[config.mk]
export PLATFORM = sky130hd
export DESIGN_NAME = wb_spi_channel_bridge
export DESIGN_NICKNAME = d
export VERILOG_FILES = /design/src/rtl/wb_spi_channel_bridge.sv
export SDC_FILE = /design/constraint.sdc
export NUM_CORES = 1
export LEC_CHECK = 0
export ABC_AREA = 1
export BUFFER_PORTS_ARGS = -buffer_cell sky130_fd_sc_hd__buf_2
export CAP_MARGIN = 0
export CELL_PAD_IN_SITES_DETAIL_PLACEMENT = 1
export CELL_PAD_IN_SITES_GLOBAL_PLACEMENT = 2
export CORE_ASPECT_RATIO = 2
export CORE_MARGIN = 8
export CORE_UTILIZATION = 25
export CTS_CLUSTER_SIZE = 16
export DETAILED_ROUTE_END_ITERATION = 10
export GPL_ROUTABILITY_DRIVEN = 0
export PLACE_DENSITY_LB_ADDON = 0.1
export SLEW_MARGIN = 20
export SYNTH_ARGS = -nofsm -noshare
export SYNTH_HDL_FRONTEND = slang
export SYNTH_HIERARCHICAL = 1
export SYNTH_SLANG_ARGS = --single-unit
export TNS_END_PERCENT = 100
[constraint.sdc]
create_clock -name wb_clk_i -period 2.92 [get_ports wb_clk_i]
set_clock_uncertainty 0.2 [all_clocks]
set_input_delay 0.73 -clock wb_clk_i [delete_from_list [all_inputs] [get_ports wb_clk_i]]
set_output_delay 0.73 -clock wb_clk_i [all_outputs]
set_load 0.01 [all_outputs]
[src/rtl/wb_spi_channel_bridge.sv]
// wb_spi_channel_bridge: classic-cycle Wishbone bridge fanning one upstream master out to
// NUM_CH SPI-master WB slaves. The channel comes from the top CH_W address bits. Index NUM_CH
// selects a local register page (MASK / STATUS / TOUTCNT), and any higher index is a decode error.
// Each downstream access has an ack timeout. Interrupts are aggregated as masked, sticky bits.
// Optional build macro: WB_SPI_BRIDGE_RETRY_EN. When it is defined, a timeout answers with
// s_rty_o instead of s_err_o.

// Per-channel interrupt cell: mask bit plus sticky status bit
module wb_spi_ch_irq (
    input  logic clk,
    input  logic rst,
    input  logic inta,
    input  logic mask_we,
    input  logic mask_d,
    input  logic clr,
    output logic mask_q,
    output logic stat_q
);
    // mask bit, plain read/write
    always_ff @(posedge clk or posedge rst) begin
        if (rst)          mask_q <= 1'b0;
        else if (mask_we) mask_q <= mask_d;
    end

    // status bit: a live interrupt beats a same-cycle write-1-clear
    always_ff @(posedge clk or posedge rst) begin
        if (rst) stat_q <= 1'b0;
        else     stat_q <= inta | (stat_q & ~clr);
    end
endmodule

module wb_spi_channel_bridge #(
    parameter int NUM_CH  = 4,
    parameter int ADDR_W  = 8,
    parameter int DATA_W  = 8,
    parameter int TIMEOUT = 64
) (
    input  logic                     wb_clk_i,
    input  logic                     wb_rst_i,
    input  logic                     s_cyc_i,
    input  logic                     s_stb_i,
    input  logic                     s_we_i,
    input  logic [ADDR_W-1:0]        s_adr_i,
    input  logic [DATA_W-1:0]        s_dat_i,
    output logic [DATA_W-1:0]        s_dat_o,
    output logic                     s_ack_o,
    output logic                     s_err_o,
    output logic                     s_rty_o,
    output logic [NUM_CH-1:0]        m_cyc_o,
    output logic [NUM_CH-1:0]        m_stb_o,
    output logic                     m_we_o,
    output logic [ADDR_W-1:0]        m_adr_o,
    output logic [DATA_W-1:0]        m_dat_o,
    input  logic [NUM_CH*DATA_W-1:0] m_dat_i,
    input  logic [NUM_CH-1:0]        m_ack_i,
    input  logic [NUM_CH-1:0]        ch_inta_i,
    output logic                     irq_o
);
    localparam int CH_W  = $clog2(NUM_CH + 1);
    localparam int OFF_W = ADDR_W - CH_W;
    localparam int TC_W  = $clog2(TIMEOUT + 1);

    typedef enum logic [1:0] {S_IDLE, S_REQ, S_RESP, S_HOLD} state_t;
    typedef enum logic [1:0] {R_ACK, R_ERR, R_RTY} resp_t;

`ifdef WB_SPI_BRIDGE_RETRY_EN
    localparam resp_t TOUT_RESP = R_RTY;
`else
    localparam resp_t TOUT_RESP = R_ERR;
`endif

    state_t              state_q, state_d;
    resp_t               resp_q, resp_d;
    logic                start, loc, cap, tout;
    logic                we_q;
    logic [ADDR_W-1:0]   adr_q;
    logic [DATA_W-1:0]   dat_q, rdata_q, loc_rd, dat_sel;
    logic [CH_W-1:0]     ch_q, req_idx;
    logic [OFF_W-1:0]    req_off;
    logic [TC_W-1:0]     tcnt_q;
    logic [7:0]          toutcnt_q;
    logic                ack_sel, irq_q;
    logic [NUM_CH-1:0]   mask_q, stat_q, sel;
    logic [DATA_W-1:0]   mask_ext, stat_ext, tout_ext;
    logic                mask_we, stat_clr_en;

    assign req_idx = s_adr_i[ADDR_W-1 -: CH_W];
    assign req_off = s_adr_i[OFF_W-1:0];

    // state and response-kind register
    always_ff @(posedge wb_clk_i or posedge wb_rst_i) begin
        if (wb_rst_i) begin
            state_q <= S_IDLE;
            resp_q  <= R_ACK;
        end else begin
            state_q <= state_d;
            resp_q  <= resp_d;
        end
    end

    // next-state decode plus one-cycle datapath enables
    always_comb begin
        state_d = state_q;
        resp_d  = resp_q;
        start   = 1'b0;
        loc     = 1'b0;
        cap     = 1'b0;
        tout    = 1'b0;
        case (state_q)
            S_IDLE: begin
                if (s_cyc_i && s_stb_i) begin
                    start = 1'b1;
                    if (req_idx < CH_W'(NUM_CH)) begin
                        state_d = S_REQ;
                    end else if (req_idx == CH_W'(NUM_CH)) begin
                        loc     = 1'b1;
                        resp_d  = R_ACK;
                        state_d = S_RESP;
                    end else begin
                        resp_d  = R_ERR;
                        state_d = S_RESP;
                    end
                end
            end
            S_REQ: begin
                if (!s_cyc_i) begin
                    state_d = S_IDLE;
                end else if (ack_sel) begin
                    cap     = 1'b1;
                    resp_d  = R_ACK;
                    state_d = S_RESP;
                end else if (tcnt_q == TC_W'(TIMEOUT - 1)) begin
                    tout    = 1'b1;
                    resp_d  = TOUT_RESP;
                    state_d = S_RESP;
                end
            end
            S_RESP: state_d = S_HOLD;
            S_HOLD: if (!s_stb_i) state_d = S_IDLE;
            default: state_d = S_IDLE;
        endcase
    end

    // select the addressed channel's ack and read data, and build the one-hot strobe
    always_comb begin
        ack_sel = 1'b0;
        dat_sel = '0;
        sel     = '0;
        for (int i = 0; i < NUM_CH; i++) begin
            if (ch_q == CH_W'(i)) begin
                ack_sel = m_ack_i[i];
                dat_sel = m_dat_i[i*DATA_W +: DATA_W];
                sel[i]  = (state_q == S_REQ);
            end
        end
    end

    // request latch and read-data capture; read data stays 0 for writes and errors
    always_ff @(posedge wb_clk_i or posedge wb_rst_i) begin
        if (wb_rst_i) begin
            we_q    <= 1'b0;
            adr_q   <= '0;
            dat_q   <= '0;
            ch_q    <= '0;
            rdata_q <= '0;
        end else if (start) begin
            we_q    <= s_we_i;
            adr_q   <= {{CH_W{1'b0}}, req_off};
            dat_q   <= s_dat_i;
            ch_q    <= req_idx;
            rdata_q <= (loc && !s_we_i) ? loc_rd : '0;
        end else if (cap) begin
            rdata_q <= we_q ? '0 : dat_sel;
        end
    end

    // per-access cycle counter, restarts whenever not in REQ
    always_ff @(posedge wb_clk_i or posedge wb_rst_i) begin
        if (wb_rst_i)               tcnt_q <= '0;
        else if (state_q == S_REQ)  tcnt_q <= tcnt_q + TC_W'(1);
        else                        tcnt_q <= '0;
    end

    // saturating timeout counter; any local write to offset 2 clears it
    always_ff @(posedge wb_clk_i or posedge wb_rst_i) begin
        if (wb_rst_i)
            toutcnt_q <= '0;
        else if (tout && toutcnt_q != 8'hFF)
            toutcnt_q <= toutcnt_q + 8'd1;
        else if (start && loc && s_we_i && req_off == OFF_W'(2))
            toutcnt_q <= '0;
    end

    assign mask_we     = start && loc && s_we_i && (req_off == OFF_W'(0));
    assign stat_clr_en = start && loc && s_we_i && (req_off == OFF_W'(1));

    for (genvar i = 0; i < NUM_CH; i++) begin : g_ch
        logic wbit;
        if (i < DATA_W) begin : g_b
            assign wbit = s_dat_i[i];
        end else begin : g_z
            assign wbit = 1'b0;
        end
        wb_spi_ch_irq u_irq (
            .clk     (wb_clk_i),
            .rst     (wb_rst_i),
            .inta    (ch_inta_i[i]),
            .mask_we (mask_we),
            .mask_d  (wbit),
            .clr     (stat_clr_en & wbit),
            .mask_q  (mask_q[i]),
            .stat_q  (stat_q[i])
        );
    end

    for (genvar b = 0; b < DATA_W; b++) begin : g_rd
        if (b < NUM_CH) begin : g_c
            assign mask_ext[b] = mask_q[b];
            assign stat_ext[b] = stat_q[b];
        end else begin : g_cz
            assign mask_ext[b] = 1'b0;
            assign stat_ext[b] = 1'b0;
        end
        if (b < 8) begin : g_t
            assign tout_ext[b] = toutcnt_q[b];
        end else begin : g_tz
            assign tout_ext[b] = 1'b0;
        end
    end

    // local page read mux
    always_comb begin
        loc_rd = '0;
        case (req_off)
            OFF_W'(0): loc_rd = mask_ext;
            OFF_W'(1): loc_rd = stat_ext;
            OFF_W'(2): loc_rd = tout_ext;
            default:   loc_rd = '0;
        endcase
    end

    // aggregated interrupt, one cycle behind status/mask
    always_ff @(posedge wb_clk_i or posedge wb_rst_i) begin
        if (wb_rst_i) irq_q <= 1'b0;
        else          irq_q <= |(stat_q & mask_q);
    end

    assign irq_o   = irq_q;
    assign s_ack_o = (state_q == S_RESP) && (resp_q == R_ACK);
    assign s_err_o = (state_q == S_RESP) && (resp_q == R_ERR);
`ifdef WB_SPI_BRIDGE_RETRY_EN
    assign s_rty_o = (state_q == S_RESP) && (resp_q == R_RTY);
`else
    assign s_rty_o = 1'b0;
`endif
    assign s_dat_o = s_ack_o ? rdata_q : '0;
    assign m_cyc_o = sel;
    assign m_stb_o = sel;
    assign m_we_o  = we_q;
    assign m_adr_o = adr_q;
    assign m_dat_o = dat_q;
endmodule
==> run metrics, run 1 <==
status finished clean; FF+latch count, synth 52; Root Buffer clkbuf_16; Worst slew margin 0.6436; fin area 3933 um2; Resized Gates After CTS 0; first-pass GRT wire length 18860 um; Post-Syn Area 3158 um2; Num CTS Buffers 5; Die Footprint 16700 um2; Power, Total 2.934 mW; Final min period 2.563 ns; area of the multi-input gates 1525 um2; Yosys top cell by area dfrtp_1; Pre-Repair DR Iteration Count 6; beginning of the critical path ch_q[2]$_DFFE_PP0P_; Die X 95.48 um; Crit Path Class flip-flop to output pin; Int Power 1.721 mW; Max-Cap Viols 0; worst-margin pin slew 0.5326 ns; total negative slack 0 ns; leading cell types by count after synthesis 136 x nand2_1, 57 x nand3_1, 56 x inv_1; crit share post-route 0.8778; CTS tree built; HPWL after DPL 9558 um; DRC Markers 0; Net Sw Frac 0.4134; DR vias 3219; Synth Instances 452; I/O pin total 98; layout overhead on the synthesized area 24.52%; Clock Path Buffers 2; final hold vios 0; row count 58; startpoint types flip-flop; Max Slew Vio Count 0; WHS 0.1369 ns; Die Span Y 174.9 um; RSZ-0062 raised after global routing no; EDFF count, synth 0; worst hold path type input pin to asynchronous set/reset pin; sequential power share 0.349; Ys Warns 6; maximum vdd drop 0.3386 mV; Mean Syn Cell Area 6.987 um2; initial DRC count 81; antenna violation net count after detailed routing 0; clock latency on the worst-skew pair 0.30 ns; Comb power frac 0.422; post-CTS setup buffer count 0; DR WL/cell 16.72 um; sequential area share after synthesis 0.4120; P per Cell Area 746.1 nW/um2; number of port buffers 93; Final nets 607; achievable clock frequency 0.3902 GHz; worst setup margin 0.3569 ns; Worst Setup End Kind output pin; most instantiated library cell after synthesis nand2_1; number of global-route vias before repair 3596; clock power share 0.229; Synth top area share 0.4120; Final Setup Violations 0; share of layout cells above drive strength 1 0.2247; DP Worst Slack 0.3605 ns; Finished Layout Cells 693; Starting Density 0.2530; switching power 1.213 mW; Via density 4.645; Fillers 1619; total wire length 11590 um; all-layer global routing usage 0.1453; CTS sink cnt 52; critical-path maximum fanout 17; GRT Residual Overflow 0; area post-placement 3777 um2; Final Util 0.3151; Critical Path RT 1.99 ns; share of flip-flops with an asynchronous set or reset 1.000; register area 1301 um2; Distinct cells, synth 31; main area contributors after synthesis dfrtp_1 41%, nand2_1 16%, nand3_1 9.0%, inv_1 6.7%, nor2_1 5.5%; H-tree depth 2; CORE AREA 12480 um2; # hold bufs at CTS 0; reg2reg start state_q[1]$_DFFE_PP0P_; CTS clk-pin slew, worst paths 0.07 ns; initial antenna violation count 0; critical path arrival 1.63 ns; Leakage Power 2.118 nW; ant diodes 0; Placed Cells 687; most common flop cell mapped by yosys dfrtp_1; largest net degree at the start of global routing 31
[critical path: stages, from the launching register on]
cell     delay (ns)
dfrtp_1        0.42
inv_1          0.09
nand2_1        0.08
nor2_1         0.23
inv_2          0.19
nor2_1         0.16
buf_2          0.16
[final cells by class]
type                    instances  area share
clock inverters                 1    0.007636
multi-input cells             325      0.3878
flip-flops and latches         52      0.3309
repair buffers                102      0.1387
inverters                      58     0.05536
clock buffers                   5     0.03182
well taps                     150     0.04773
[kinds of logic after synthesis]
group	Yosys count	share of synthesized area
xor+xnor	6	0.01664
compound gates	34	0.05904
other cells	1	0.001187
fa+ha+maj	2	0.007923
flops	52	0.4120
buf+inv	78	0.1086
simple gates	279	0.3946
[routing by layer]
metal | global-route usage | part of all wire
met5 | 0 | 0
met4 | 0.04454 | 0.016
met3 | 0.01849 | 0.041
met2 | 0.2852 | 0.59
met1 | 0.1483 | 0.36
[flip-flops by register name (all words and copies together) (netlist names)]
name / count
resp_q: 1
irq_o: 1
tcnt_q: 7
m_adr_o: 5
tout_ext: 8
g_ch.u_irq/stat_q: 4
rdata_q: 8
m_we_o: 1
state_q: 2
ch_q: 3
m_dat_o: 8
g_ch.u_irq/mask_q: 4
[worst paths after layout]
path | to | slack (ns) | cells past startpoint
worst max-delay path | m_cyc_o[3] | 0.36 | 6
worst min-delay path | g_ch[0].u_irq/stat_q$_DFF_PP0_ | 0.14 | 2
worst max register to register | tout_ext[5]$_DFFE_PP0P_ | 0.70 | 7
worst min register to register | m_adr_o[2]$_DFFE_PP0P_ | 0.28 | 2
max in group asynchronous | state_q[0]$_DFFE_PP0P_ | 1.75 | 3
min in group wb_clk_i | m_adr_o[2]$_DFFE_PP0P_ | 0.28 | 2
[placed cells by master, fill, tap and decap left out, types with 3 or more instances in the layout]
cell type | netlist | final
buf_2 | 7 | 93
nand2_1 | 136 | 136
nor4_1 | 3 | 3
o21ai_0 | 21 | 21
conb_1 | 1 | 4
a21oi_1 | 4 | 4
dfrtp_1 | 52 | 52
nor2_1 | 46 | 46
clkbuf_16 | 0 | 5
nor3_1 | 5 | 5
nor2_2 | 3 | 3
buf_4 | 9 | 8
inv_2 | 2 | 3
inv_1 | 56 | 55
nand3_1 | 57 | 57
nand4_1 | 21 | 21
o21ai_1 | 6 | 6
xor2_1 | 4 | 4
[power groups by stage]
stage / combinational, mW / sequential, mW / clock [mW]
after floorplan: 0.798 / 1.06 / 0
after global placement: 1.26 / 1.04 / 0
after detailed placement: 1.27 / 1.04 / 0
after CTS: 1.28 / 1.03 / 0.689
after global routing: 1.42 / 1.06 / 0.713
final: 1.24 / 1.02 / 0.672
Power figures use the tool's default switching activity.
==> run 2, diff against run 1 <==
- CORE_UTILIZATION: 25 -> 27
==> run 2 against run 1 <==
Effect of this change: cell count decreased by 0.43%; sequential share of layout area up 0.13 points; routed wire length is 9.2% lower; combinational power is essentially flat; first-iteration DRC count up 72%; utilization up 2.4 points; total power shrank 2.7%.
==> run metrics, run 2 (synthesis gave the netlist of run 1 again) <==
status finished clean; antenna violation net count after detailed routing 0; CORE AREA 11560 um2; ordered cell list for the critical path nand2_1 -> nor2_1 -> inv_2 -> nor2_1 -> buf_2; share of layout cells above drive strength 1 0.2275; Fillers 1509; number of port buffers 93; Via density 4.587; DRC Markers 0; first-pass GRT wire length 17130 um; maximum vdd drop 0.3359 mV; all-layer global routing usage 0.1385; number of global-route vias before repair 3297; startpoint types flip-flop; area post-placement 3771 um2; Clock Path Buffers 2; I/O pin total 98; row count 56; P per Cell Area 729.0 nW/um2; clock latency on the worst-skew pair 0.30 ns; Die Footprint 15620 um2; reg2reg path depth 8; Final min period 2.533 ns; layout overhead on the synthesized area 24.05%; crit share post-route 0.8675; ant diodes 0; reg2reg end tout_ext[4]$_DFFE_PP0P_; Max-Cap Viols 0; total negative slack 0 ns; reg2reg start ch_q[0]$_DFFE_PP0P_; commonest non-fill, non-tap cells in the layout 136 x nand2_1, 93 x buf_2, 57 x nand3_1, 55 x inv_1, 52 x dfrtp_1; worst-margin pin slew 0.5785 ns; WP buf/inv 2; Critical Path RT 1.99 ns; Final nets 607; clock power share 0.212; initial DRC count 139; Critical Path Slowest Stage Cell dfrtp_1; cell mode on critical path nor2_1; Finished Layout Cells 690; achievable clock frequency 0.3948 GHz; critical path depth 5; critical-path maximum fanout 17; worst hold path type input pin to asynchronous set/reset pin; RSZ-0062 raised after global routing no; Num CTS Buffers 5; CTS tree built; critical path arrival 1.60 ns; Net Sw Frac 0.4270; HPWL after DPL 8377 um; GRT Residual Overflow 0; initial antenna violation count 0; Placed Cells 682; # hold bufs at CTS 0; CTS clk-pin slew, worst paths 0.07 ns; family with the most delay on the worst path flip-flops; Max Slew Vio Count 0; Root Buffer clkbuf_16; Final Setup Violations 0; Resized Gates After CTS 0; Crit Path Class flip-flop to output pin; DR vias 3165; Worst slew margin 0.6129; DR WL/cell 15.24 um; total wire length 10520 um; Pre-Repair DR Iteration Count 4; critical path's largest stage delay 0.50 ns; Int Power 1.636 mW; largest net degree at the start of global routing 31; FF-to-FF setup slack 0.77 ns; switching power 1.219 mW; sequential power share 0.360; H-tree depth 2; Comb power frac 0.427; post-CTS setup buffer count 0; final hold vios 0; Worst Setup End Kind output pin; Die Span Y 168.9 um; CTS sink cnt 52; Die X 92.48 um; Leakage Power 2.113 nW; commonest non-fill, non-tap cell in the layout nand2_1; Starting Density 0.2732; fin area 3918 um2
## run 2: power by group through the flow
stage / logic [mW] / clock network, mW / registers, mW
floorplan: 0.798 / 0 / 1.06
global placement: 1.25 / 0 / 1.05
detailed placement: 1.26 / 0 / 1.05
CTS: 1.26 / 0.631 / 1.04
global route: 1.40 / 0.652 / 1.06
finish: 1.22 / 0.606 / 1.03
## run 2: layout make-up
class	instances	area [um2]	share of cell area
repair buffers	102	545.5	0.1393
multi-input cells	325	1525	0.3893
clock buffers	5	125.1	0.03194
clock inverters	3	21.27	0.005430
flip-flops and latches	52	1301	0.3322
well taps	145	181.4	0.04631
inverters	58	217.7	0.05557
## run 2: worst register-to-register path, stage by stage (launching register included)
cell	delay, ns
dfrtp_1	0.48
nor2_1	0.49
buf_4	0.29
nand3_2	0.10
nand3_4	0.12
nor2_4	0.07
nand2_2	0.15
nand3_1	0.09
o21ai_1	0.08
## run 2: layer usage
layer | part of all wire | vias up | track usage
met4 | 0.018 | 0 | 0.05226
met3 | 0.044 | 12 | 0.02706
li1 | - | 1620 | -
met1 | 0.43 | 1468 | 0.1656
met2 | 0.51 | 65 | 0.2362
met5 | 0 | - | 0
## run 2: worst max path at each step
| stage | to | slack, ns | start |
|---|---|---|---|
| floorplan | g_ch[0].u_irq/mask_q$_DFFE_PP0P_ | 0.57 | s_adr_i[1] |
| global placement | rdata_q[5]$_DFFE_PP0P_ | 0.64 | s_cyc_i |
| detailed placement | g_ch[2].u_irq/stat_q$_DFF_PP0_ | 0.62 | s_cyc_i |
| CTS | s_dat_o[7] | 0.35 | state_q[0]$_DFFE_PP0P_ |
| global route | m_cyc_o[2] | 0.24 | state_q[1]$_DFFE_PP0P_ |
| finish | m_cyc_o[3] | 0.39 | ch_q[0]$_DFFE_PP0P_ |
## run 2: per-stage QoR
stage	utilization	hold slack [ns]	setup slack, ns	power (mW)
global placement	0.3262	0.2647	0.6418	2.294
CTS	0.3389	0.1347	0.3491	2.929
global route	0.3389	0.1431	0.2396	3.109
floorplan	-	0.2533	0.5747	1.859
detailed placement	0.3262	0.2680	0.6187	2.303
finish	0.3389	0.1341	0.3868	2.856
